$ cat src/rtl/decoder_pkg.sv
// decoder_pkg
// Shared constants for the registered 4-to-16 select-line decoder.
//   DEC_IN_W    : width of the binary index A
//   DEC_OUT_W   : width of the one-hot select word Y (2**DEC_IN_W)
//   DEC_RESET_Y : value Y takes on every edge that samples reset=1
package decoder_pkg;

   localparam int DEC_IN_W  = 4;
   localparam int DEC_OUT_W = 16;

   localparam logic [DEC_OUT_W-1:0] DEC_RESET_Y = 16'h0000;

endpackage : decoder_pkg

$ cat src/rtl/decoder_4_16_core.sv
// decoder_4_16_core
// Purely combinational binary-to-one-hot decode. Usable standalone
// wherever an unregistered decode is wanted (e.g. ALU control).
// Ports:
//   en     : in  1      1 = decode A, 0 = force next_Y to all zero
//   A      : in  N      binary index
//   next_Y : out 2**N   one-hot select word, or all zero when en=0
module decoder_4_16_core
   import decoder_pkg::*;
#(
   parameter int N = DEC_IN_W
) (
   input  logic              en,
   input  logic [N-1:0]      A,
   output logic [(2**N)-1:0] next_Y
);

   localparam int OUT_W = 2**N;

   // Single set bit at position 0, shifted into place by the index.
   localparam logic [OUT_W-1:0] ONE = OUT_W'(1);

   always_comb begin
      next_Y = '0;
      if (en) begin
         next_Y = ONE << A;
      end
   end

endmodule : decoder_4_16_core

$ cat src/rtl/decoder_4_16.sv
// decoder_4_16
// Registered 4-to-16 one-hot decoder used as a select-line generator
// (register-file write enables, peripheral selects). The index is
// decoded combinationally and captured on each rising edge so
// downstream logic sees glitch-free, clock-aligned strobes. Latency is
// one cycle; a new index may be applied every cycle.
// Ports:
//   clk   : in  1      system clock, rising-edge active
//   reset : in  1      synchronous active-high reset, wins over en and A
//   en    : in  1      1 = decode A, 0 = all outputs low
//   A     : in  N      binary index, 0..2**N-1
//   Y     : out 2**N   registered one-hot select, or all zero
module decoder_4_16
   import decoder_pkg::*;
#(
   parameter int N = DEC_IN_W
) (
   input  logic              clk,
   input  logic              reset,
   input  logic              en,
   input  logic [N-1:0]      A,
   output logic [(2**N)-1:0] Y
);

   localparam int OUT_W = 2**N;

   logic [OUT_W-1:0] next_Y;

   decoder_4_16_core #(
      .N (N)
   ) u_core (
      .en     (en),
      .A      (A),
      .next_Y (next_Y)
   );

   // Reset and en=0 both yield zero, so the two paths never disagree.
   always_ff @(posedge clk) begin
      if (reset) begin
         Y <= OUT_W'(DEC_RESET_Y);
      end else begin
         Y <= next_Y;
      end
   end

endmodule : decoder_4_16

$ cat config.mk
export PLATFORM = sky130hd
export DESIGN_NAME = decoder_4_16
export DESIGN_NICKNAME = d
export VERILOG_FILES = /design/src/rtl/decoder_pkg.sv /design/src/rtl/decoder_4_16_core.sv /design/src/rtl/decoder_4_16.sv
export SDC_FILE = /design/constraint.sdc
export NUM_CORES = 1
export LEC_CHECK = 0
export CORE_MARGIN = 2
export CORE_UTILIZATION = 32
export CTS_BUF_LIST = sky130_fd_sc_hd__clkbuf_2 sky130_fd_sc_hd__clkbuf_4 sky130_fd_sc_hd__clkbuf_8
export DETAILED_ROUTE_END_ITERATION = 10
export PLACE_DENSITY = 0.69
export SLEW_MARGIN = 20
export SYNTH_ARGS = -nofsm -noshare
export SYNTH_HDL_FRONTEND = slang
export SYNTH_SLANG_ARGS = --single-unit
$ cat constraint.sdc
create_clock -name clk -period 0.8 [get_ports clk]
set_input_delay 0.12 -clock clk [delete_from_list [all_inputs] [get_ports clk]]
set_output_delay 0.12 -clock clk [all_outputs]
set_load 0.01 [all_outputs]
Word-level counts from Yosys, hierarchy flattened
Cells that the tools add are included.

storage, ports and cells
  register bits = 16
  input port bits = 7
  output and inout bits = 16
  logic and storage cells = 4

cells by class
  shifts and indexed selects = 1
  bitwise logic cells = 1
  reduce and logical (&&, ||, !) cells = 1

operators with widths
  cell                                              number
  left shift 1 x 4 -> 16 bit, first input constant  1
  OR reduction 2 bit                                1
  NOT 1 bit                                         1

Depth between registers and ports, before layout
Gate-level depths: netlist (run 1).

  word-level depth = 2
  mapped depth = 2

Cells and area by module
Synthesis (run 1) repeated with hierarchy kept, for this count alone.

unflattened totals
  cells, all modules = 56
  area total of the unflattened synthesis = 584.3 µm²

modules (own cells, without submodules)
  module             times used  cells each  area an instance (µm²)  seq. area each (µm²)
  decoder_4_16       1           33          464.2                   320.3
  decoder_4_16_core  1           23          120.1                   0.0

Least setup slack after synthesis (run 1)
No wires, ideal clock.

  kind = input port to flip-flop
  start point = input port reset
  end point = register Y[0]
  setup time = 73 ps
  arrival time = 755 ps
  required time = 727 ps
  path slack = -28 ps
  stages = 2
  path buffers = 0
  path through = or4b_4 -> nor3_2

on the way
  cells in the longest elaborated chain, start to end = 1

RTL lines
  item                          line                text
  start, declared               decoder_4_16.sv:19  input logic reset,
  OR reduction 2 bit (no line)  n/a
  end signal, assigned          decoder_4_16.sv:40  Y <= OUT_W'(DEC_RESET_Y);
  end signal, assigned          decoder_4_16.sv:42  Y <= next_Y;
  end, declared                 decoder_4_16.sv:22  output logic [(2**N)-1:0] Y

No other way between the ends.
A chain may end at the register's enable or synchronous reset.

Worst setup path in the final report (run 1)
  start point = register Y[4]
  end point = output port Y[4]

No word-level cell between the ends.

==> results.toml, run 1 <==
[outcome]
status = "finished with violations"
violations = "setup timing"

[global_routing]
grt_pass1_vias = 333
gr-total-overflow = 0
antenna_found_initial = 0
grt_max_degree = 9
grt_use_total_pct = 11.3
grt_pass1_wl_mm = 1.40

[yosys]
synth_cell_types = 9
yosys_warnings = 0
ys.flop_type = "dfxtp_1"
synthesis.area_sq_um = 452
syn_inst = 39
synthTopCellsByArea = "dfxtp_1 71%, nor2_1 10%, nand4bb_1 5.0%"
ys_async_sr_fraction_pct = 0
syn_nets = 46
synth_top_area_share_pct = 70.9
ys_seq_elements = 16
synth_most_common_cell = "dfxtp_1"
synth_edf_count = 0
syn_avg_cell_area_sq_um = 11.6
yosys.area.top_type = "dfxtp_1"
yosysSeqAreaShare_pct = 70.9
synthTopCellsByCount = "16 x dfxtp_1, 12 x nor2_1, 3 x nor3_1"

[cts]
cts_sinks = 16
numCtsBuffers = 3
cts_tree = "built"
postCtsSetupBuffers = 0
clk_pin_slew_worst_paths_ns = 0.08
clk_path_buf_depth = 2
root_buffer = "clkbuf_4"
htree_levels = 1

[timing]
finalCriticalPeriod_ns = 0.836
fin_ws_ns = -0.0359
worstMarginPinSlew_ns = 0.221
max_freq_mhz = 1200
setup_viol = 16
hold_viol = 0
rsz0062_at_grt = "yes"
fin_crit_sh_pct = 104
slew_viol_final = 0
slew_headroom_pct = 85.2

[cells_and_area]
final_cells = 83
drive_gt1_share_pct = 48.5
diodes = 0
syn2layout_area_growth_pct = 52.6
post-route-cell-area_sq_um = 689
largest-register = "Y"
largest_reg_flops = 16
finish.utilization_pct = 52.3
n_fill_cell = 127
final_nets = 77
largestRegisters = "Y: 16 flops"

[detailed_routing]
antenna_left = 0
vias = 374
routed_wl_um = 918
remaining_drc_errors = 0
dr.pass1.iters = 4
wire_per_inst_um = 11.1
first_iter_violations = 4
drt-vias-per-instance = 4.51

[critical_path]
start_kind = "flop"
cp-end-kind = "output pin"
slowest_delay_ns = 0.33
path_cells = "buf_6"
crit_slowest_cell = "dfxtp_2"
cp.depth = 1
critPathRequiredTime_ns = 0.68
crit_type = "reg2out"
path_max_fanout = 1
worstPathBufferInverterCount = 1
cpLargestDelayFamily = "flip-flops"
cp.arrival_ns = 0.72

[placement]
io_buffers = 22
place_ws_ns = -0.558
place_inst = 80
gp_congestion = 0.712
placed_area_sq_um = 721
dpl.hpwl_um = 719

[floorplanning]
ios = 23
die_h_um = 41.6
start_util_pct = 34.3
dieArea_sq_mm = 0.00173
rows = 13
coreArea_sq_mm = 0.00132
dieWidth_um = 41.6

[worst_hold_path]
hold_depth = 2
worstHoldPathType = "in2reg"

[power]
vdd_drop_max_mv = 0.873
cellPowerDensity_mw_per_mm2 = 1880
p_leak_nw = 0.334

[flow_run]
maxCapViolCount = 0
## final cells by class
class | count | area, sq um | share of cell area [%]
flip-flops and latches | 16 | 327 | 47.4
clock buffers | 3 | 22.5 | 3.27
repair buffers | 26 | 190 | 27.6
well taps | 15 | 18.8 | 2.72
multi-input cells | 23 | 131 | 19.1
## logic make-up (layout without fill, tap and decap cells)
group / Yosys count / after routing / share of synthesized area [%]
AND/OR/NAND/NOR: 23 / 23 / 29.1
buffers and inverters: 0 / 29 / 0
flip-flops: 16 / 16 / 70.9
## cells in the final DEF (no fill, tap or decap)
master,netlist,final
buf_2,0,14
dfxtp_2,0,5
dfxtp_1,16,11
nor2_1,12,12
nand4bb_1,2,2
clkbuf_4,0,3
dlymetal6s2s_1,0,2
nor3_1,3,3
buf_4,0,4
buf_6,0,5
or4b_4,1,1
nor3_2,1,1
nand2b_1,2,2
dlygate4sd2_1,0,1
nand2_1,1,1
nand4b_1,1,1
## report_power, final
group	internal, mW	switching (mW)	total, mW
combinational	0.0486	0.0451	0.0937
sequential	0.804	0.00217	0.806
clock	0.174	0.219	0.394
## metrics by stage
step                      setup TNS (ns)  power (mW)  hold slack (ns)
after floorplan                  -0.0534       0.854            0.189
after global placement             -8.57       0.931            0.805
after detailed placement           -8.93       0.934            0.821
after CTS                         -0.494        1.30            0.142
after global routing              -0.869        1.35            0.139
final                             -0.391        1.29            0.145
## per-layer routing
metal	share of wire [%]	global-route usage, %
met1	41	10.9
met2	47	19.1
met3	10	6.52
met4	2.3	5.81
met5	0	0
## what timing repair did
action	in CTS	in global routing
endpoints found under the setup margin	32	18
gates resized for setup	79	10
pin swaps	2	1
hold buffers	0	0
## final timing paths
kind | startpoint | end | slack, ns
worst min-delay path | A[2] | Y[10] | 0.14
worst max-delay path | Y[4] | Y[4] | -0.04
No activity file was read; power rests on OpenSTA's default activity.
==> run 2, diff against run 1 <==
--- a/config.mk
+++ b/config.mk
@@ -5,11 +5,14 @@
 export SDC_FILE = /design/constraint.sdc
 export NUM_CORES = 1
 export LEC_CHECK = 0
+export CAP_MARGIN = 20
 export CORE_MARGIN = 2
 export CORE_UTILIZATION = 32
 export CTS_BUF_LIST = sky130_fd_sc_hd__clkbuf_2 sky130_fd_sc_hd__clkbuf_4 sky130_fd_sc_hd__clkbuf_8
 export DETAILED_ROUTE_END_ITERATION = 10
+export HOLD_SLACK_MARGIN = 0.06
 export PLACE_DENSITY = 0.69
+export RECOVER_POWER = 50
 export SLEW_MARGIN = 20
 export SYNTH_ARGS = -nofsm -noshare
 export SYNTH_HDL_FRONTEND = slang
==> results.toml, run 2 (same netlist as run 1, synthesis figures left out) <==
[outcome]
status = "finished with violations"
violations = "setup timing"

[timing]
worstMarginPinSlew_ns = 0.221
hold_ws_ns = 0.145
totalNegativeSetupSlack_ns = -0.391
slew_headroom_pct = 85.2
slew_viol_final = 0
fin_ws_ns = -0.0359
setup_viol = 16
fin_crit_sh_pct = 104
finalCriticalPeriod_ns = 0.836
rsz0062_at_grt = "yes"
hold_viol = 0
max_freq_mhz = 1200

[global_routing]
grtUsageMet3_pct = 6.52
use_met2_pct = 19.1
gr-total-overflow = 0
antenna_found_initial = 0
grt_pass1_wl_mm = 1.40
grt-busiest-layer = "met2"
grt_max_degree = 9
grt.met1_usage_pct = 10.9
grt_use_total_pct = 11.3
grt_pass1_vias = 333

[critical_path]
cp.arrival_ns = 0.72
crit_slowest_cell = "dfxtp_2"
slowest_delay_ns = 0.33
worstPathBufferInverterCount = 1
critPathRequiredTime_ns = 0.68
cpLargestDelayFamily = "flip-flops"
crit_type = "reg2out"
cp-end-kind = "output pin"
path_max_fanout = 1
path_cells = "buf_6"
start_kind = "flop"

[power]
vdd_drop_max_mv = 0.873
p_leak_nw = 0.331
p_int_mw = 1.02
switchingPower_mw = 0.266
power_frac_clock_pct = 30.5
cellPowerDensity_mw_per_mm2 = 1880
p_seq_share_pct = 62.4
switching_share_pct = 20.6
comb_power_share_pct = 7.1
finalPower_mw = 1.29

[floorplanning]
start_util_pct = 34.3
dieWidth_um = 41.6
rows = 13
dieArea_sq_mm = 0.00173
coreArea_sq_mm = 0.00132
ios = 23
die_h_um = 41.6

[cells_and_area]
layout_commonest_cell = "buf_2"
final_nets = 77
largest_reg_flops = 16
largest-register = "Y"
syn2layout_area_growth_pct = 51.8
diodes = 0
final_cell_mix = "14 x buf_2, 12 x nor2_1, 11 x dfxtp_1"
finish.utilization_pct = 52.0
drive_gt1_share_pct = 47.1
largestRegisters = "Y: 16 flops"

[detailed_routing]
antenna_left = 0
dr.pass1.iters = 4
routed_wl_um = 920
remaining_drc_errors = 0
first_iter_violations = 4
wire_per_inst_um = 11.1
vias = 374
drt-vias-per-instance = 4.51

[cts]
cts_tree = "built"
clk_pin_slew_worst_paths_ns = 0.08
root_buffer = "clkbuf_4"
clk_path_buf_depth = 2
numCtsBuffers = 3
cts-hold-fix-buffers = 0
postCtsSetupBuffers = 0
htree_levels = 1
cts_sinks = 16

[placement]
dpl.hpwl_um = 719
io_buffers = 22
gp_congestion = 0.712

[worst_hold_path]
worstHoldPathType = "in2reg"

[flow_run]
maxCapViolCount = 0
run 2: cell count changes in the layout (fill, tap and decap cells not counted):
| cell | before | now |
|---|---|---|
| buf_4 | 4 | 3 |
| clkbuf_1 | 0 | 1 |
run 2: final timing paths:
path,slack (ns),depth (start not counted),from,to
hold / removal,0.14,2,A[2],Y[10]
setup / recovery,-0.04,1,Y[4],Y[4]
run 2: area by class of cell:
class                      instances  area (sq um)
sequential                        16           327
fill                             129           632
clock buffer                       3          22.5
multi-input combinational         23           131
timing repair buffer              26           186
tap                               15          18.8
run 2: repair_timing:
action | 4_1_cts | 5_1_grt
resized for setup | 79 | 10
setup endpoints to repair | 32 | 18
pin swaps | 2 | 1
run 2: power groups by stage:
stage	Clock [mW]	Combinational (mW)	Sequential, mW
after detailed placement	0	0.109	0.824
after CTS	0.402	0.0936	0.805
after floorplan	0	0.0252	0.829
after global placement	0	0.107	0.824
final	0.394	0.0916	0.806
after global routing	0.437	0.0993	0.807
run 2: metal layers:
metal / vias to the layer above / part of all wire (%)
li1: 188 / -
met1: 164 / 41
met2: 19 / 46
met3: 3 / 10
met4: 0 / 2.3
met5: - / 0
run 2: through the flow:
stage	instances	area, sq um	setup WS [ns]
final	83	686	-0.0359
after global routing	83	686	-0.0656
after CTS	83	654	-0.0446
after detailed placement	80	721	-0.558
after global placement	80	721	-0.537
after floorplan	39	452	-0.0283
==> run 3, diff against run 2 <==
--- a/config.mk
+++ b/config.mk
@@ -11,7 +11,7 @@
 export CTS_BUF_LIST = sky130_fd_sc_hd__clkbuf_2 sky130_fd_sc_hd__clkbuf_4 sky130_fd_sc_hd__clkbuf_8
 export DETAILED_ROUTE_END_ITERATION = 10
 export HOLD_SLACK_MARGIN = 0.06
-export PLACE_DENSITY = 0.69
+export PLACE_DENSITY = 0.68
 export RECOVER_POWER = 50
 export SLEW_MARGIN = 20
 export SYNTH_ARGS = -nofsm -noshare
==> results.toml, run 3 (same netlist as run 1, synthesis figures left out) <==
[cts]
cts_sinks = 16
numCtsBuffers = 3
clk_path_buf_depth = 2
clk_pin_slew_worst_paths_ns = 0.08
root_buffer = "clkbuf_4"
htree_levels = 1
cts-hold-fix-buffers = 0
cts_tree = "built"

[critical_path]
slowest_delay_ns = 0.32
path_cells = "buf_2"
path_max_fanout = 1
cp.arrival_ns = 0.72
worstPathBufferInverterCount = 1
cp-end-kind = "output pin"
critPathRequiredTime_ns = 0.68
start_kind = "flop"
crit_slowest_cell = "dfxtp_1"
critPathLaunch = "Y[5]"
crit_type = "reg2out"
cpLargestDelayFamily = "flip-flops"

[power]
finalPower_mw = 1.30
cellPowerDensity_mw_per_mm2 = 1870
power_frac_clock_pct = 30.3
comb_power_share_pct = 7.6
p_leak_nw = 0.338
switching_share_pct = 20.7
p_int_mw = 1.03
p_seq_share_pct = 62.2
switchingPower_mw = 0.269
vdd_drop_max_mv = 1.07

[floorplanning]
ios = 23
start_util_pct = 34.3
dieArea_sq_mm = 0.00173
dieWidth_um = 41.6
rows = 13
coreArea_sq_mm = 0.00132
die_h_um = 41.6

[cells_and_area]
drive_gt1_share_pct = 47.1
largestRegisters = "Y: 16 flops"
final_cell_mix = "15 x buf_2, 12 x dfxtp_1, 12 x nor2_1"
largest_reg_flops = 16
layout_commonest_cell = "buf_2"
diodes = 0
final_nets = 77
largest-register = "Y"
syn2layout_area_growth_pct = 53.2

[global_routing]
antenna_found_initial = 0
grt_pass1_wl_mm = 1.44
grt_max_degree = 9
grt_use_total_pct = 11.7
gr-total-overflow = 0
grt_pass1_vias = 333

[timing]
hold_viol = 0
fin_ws_ns = -0.0354
setup_viol = 16
slew_viol_final = 0
max_freq_mhz = 1200
finalCriticalPeriod_ns = 0.835
totalNegativeSetupSlack_ns = -0.364
slew_headroom_pct = 84.5
rsz0062_at_grt = "yes"
worstMarginPinSlew_ns = 0.231
fin_crit_sh_pct = 104

[worst_hold_path]
hold_depth = 3
worstHoldPathType = "in2reg"
holdPathEnd = "Y[1]"
min_from = "reset"

[detailed_routing]
remaining_drc_errors = 0
routed_wl_um = 911
vias = 382
dr.pass1.iters = 4
antenna_left = 0
wire_per_inst_um = 11.0
drt-vias-per-instance = 4.60
first_iter_violations = 7

[placement]
dpl.hpwl_um = 667
gp_congestion = 0.723
io_buffers = 22
place_ws_ns = -0.541

[outcome]
status = "finished with violations"
violations = "setup timing"

[flow_run]
maxCapViolCount = 0
## run 3: cell counts in the layout (fill, tap and decap cells not counted)
Identical to the previous run, type by type.
## run 3: tightest hold or removal path, stage by stage
cell    delay, ns
buf_2        0.09
or4b_4       0.15
nor2_1       0.04
## run 3: power groups by stage
| stage | Combinational, mW | Clock (mW) | Sequential [mW] |
|---|---|---|---|
| after floorplan | 0.0252 | 0 | 0.829 |
| after detailed placement | 0.108 | 0 | 0.824 |
| after global routing | 0.107 | 0.444 | 0.807 |
| after CTS | 0.0928 | 0.406 | 0.805 |
| final | 0.0983 | 0.392 | 0.806 |
| after global placement | 0.107 | 0 | 0.824 |
## run 3: worst max-delay path by stage
stage	cells after the start	slack, ns	endpoint
floorplan	2	-0.03	Y[0]
global placement	3	-0.53	Y[0]
detailed placement	3	-0.54	Y[0]
CTS	1	-0.05	Y[5]
global route	1	-0.08	Y[0]
finish	1	-0.04	Y[5]
## run 3: routing by layer
layer | global-route usage (%) | wire length, um | vias up
li1 | - | - | 192
met1 | 14.4 | 398 | 168
met2 | 15.0 | 417 | 18
met3 | 3.04 | 52 | 4
met4 | 13.5 | 42 | 0
met5 | 0 | 0 | -
## run 3: final cells by class
cell class                      instances  area (sq um)
Clock buffer                            3          22.5
Fill cell                             137           626
Multi-Input combinational cell         23           145
Sequential cell                        16           325
Tap cell                               15          18.8
Timing Repair Buffer                   26           180
## run 3: repair_timing
| action | CTS | global route |
|---|---|---|
| endpoints found under the setup margin | 32 | 19 |
| resized for setup | 79 | 10 |
| buffers inserted | 0 | 0 |
| pin swaps | 2 | 1 |
## run 3: metrics by stage
step	hold slack [ns]	utilization (%)	instance area, sq um	std cells
after global placement	0.798	54.7	721	80
after global routing	0.140	52.5	692	83
after floorplan	0.189	-	452	39
after detailed placement	0.788	54.7	721	80
final	0.151	52.5	692	83
after CTS	0.134	49.7	654	83
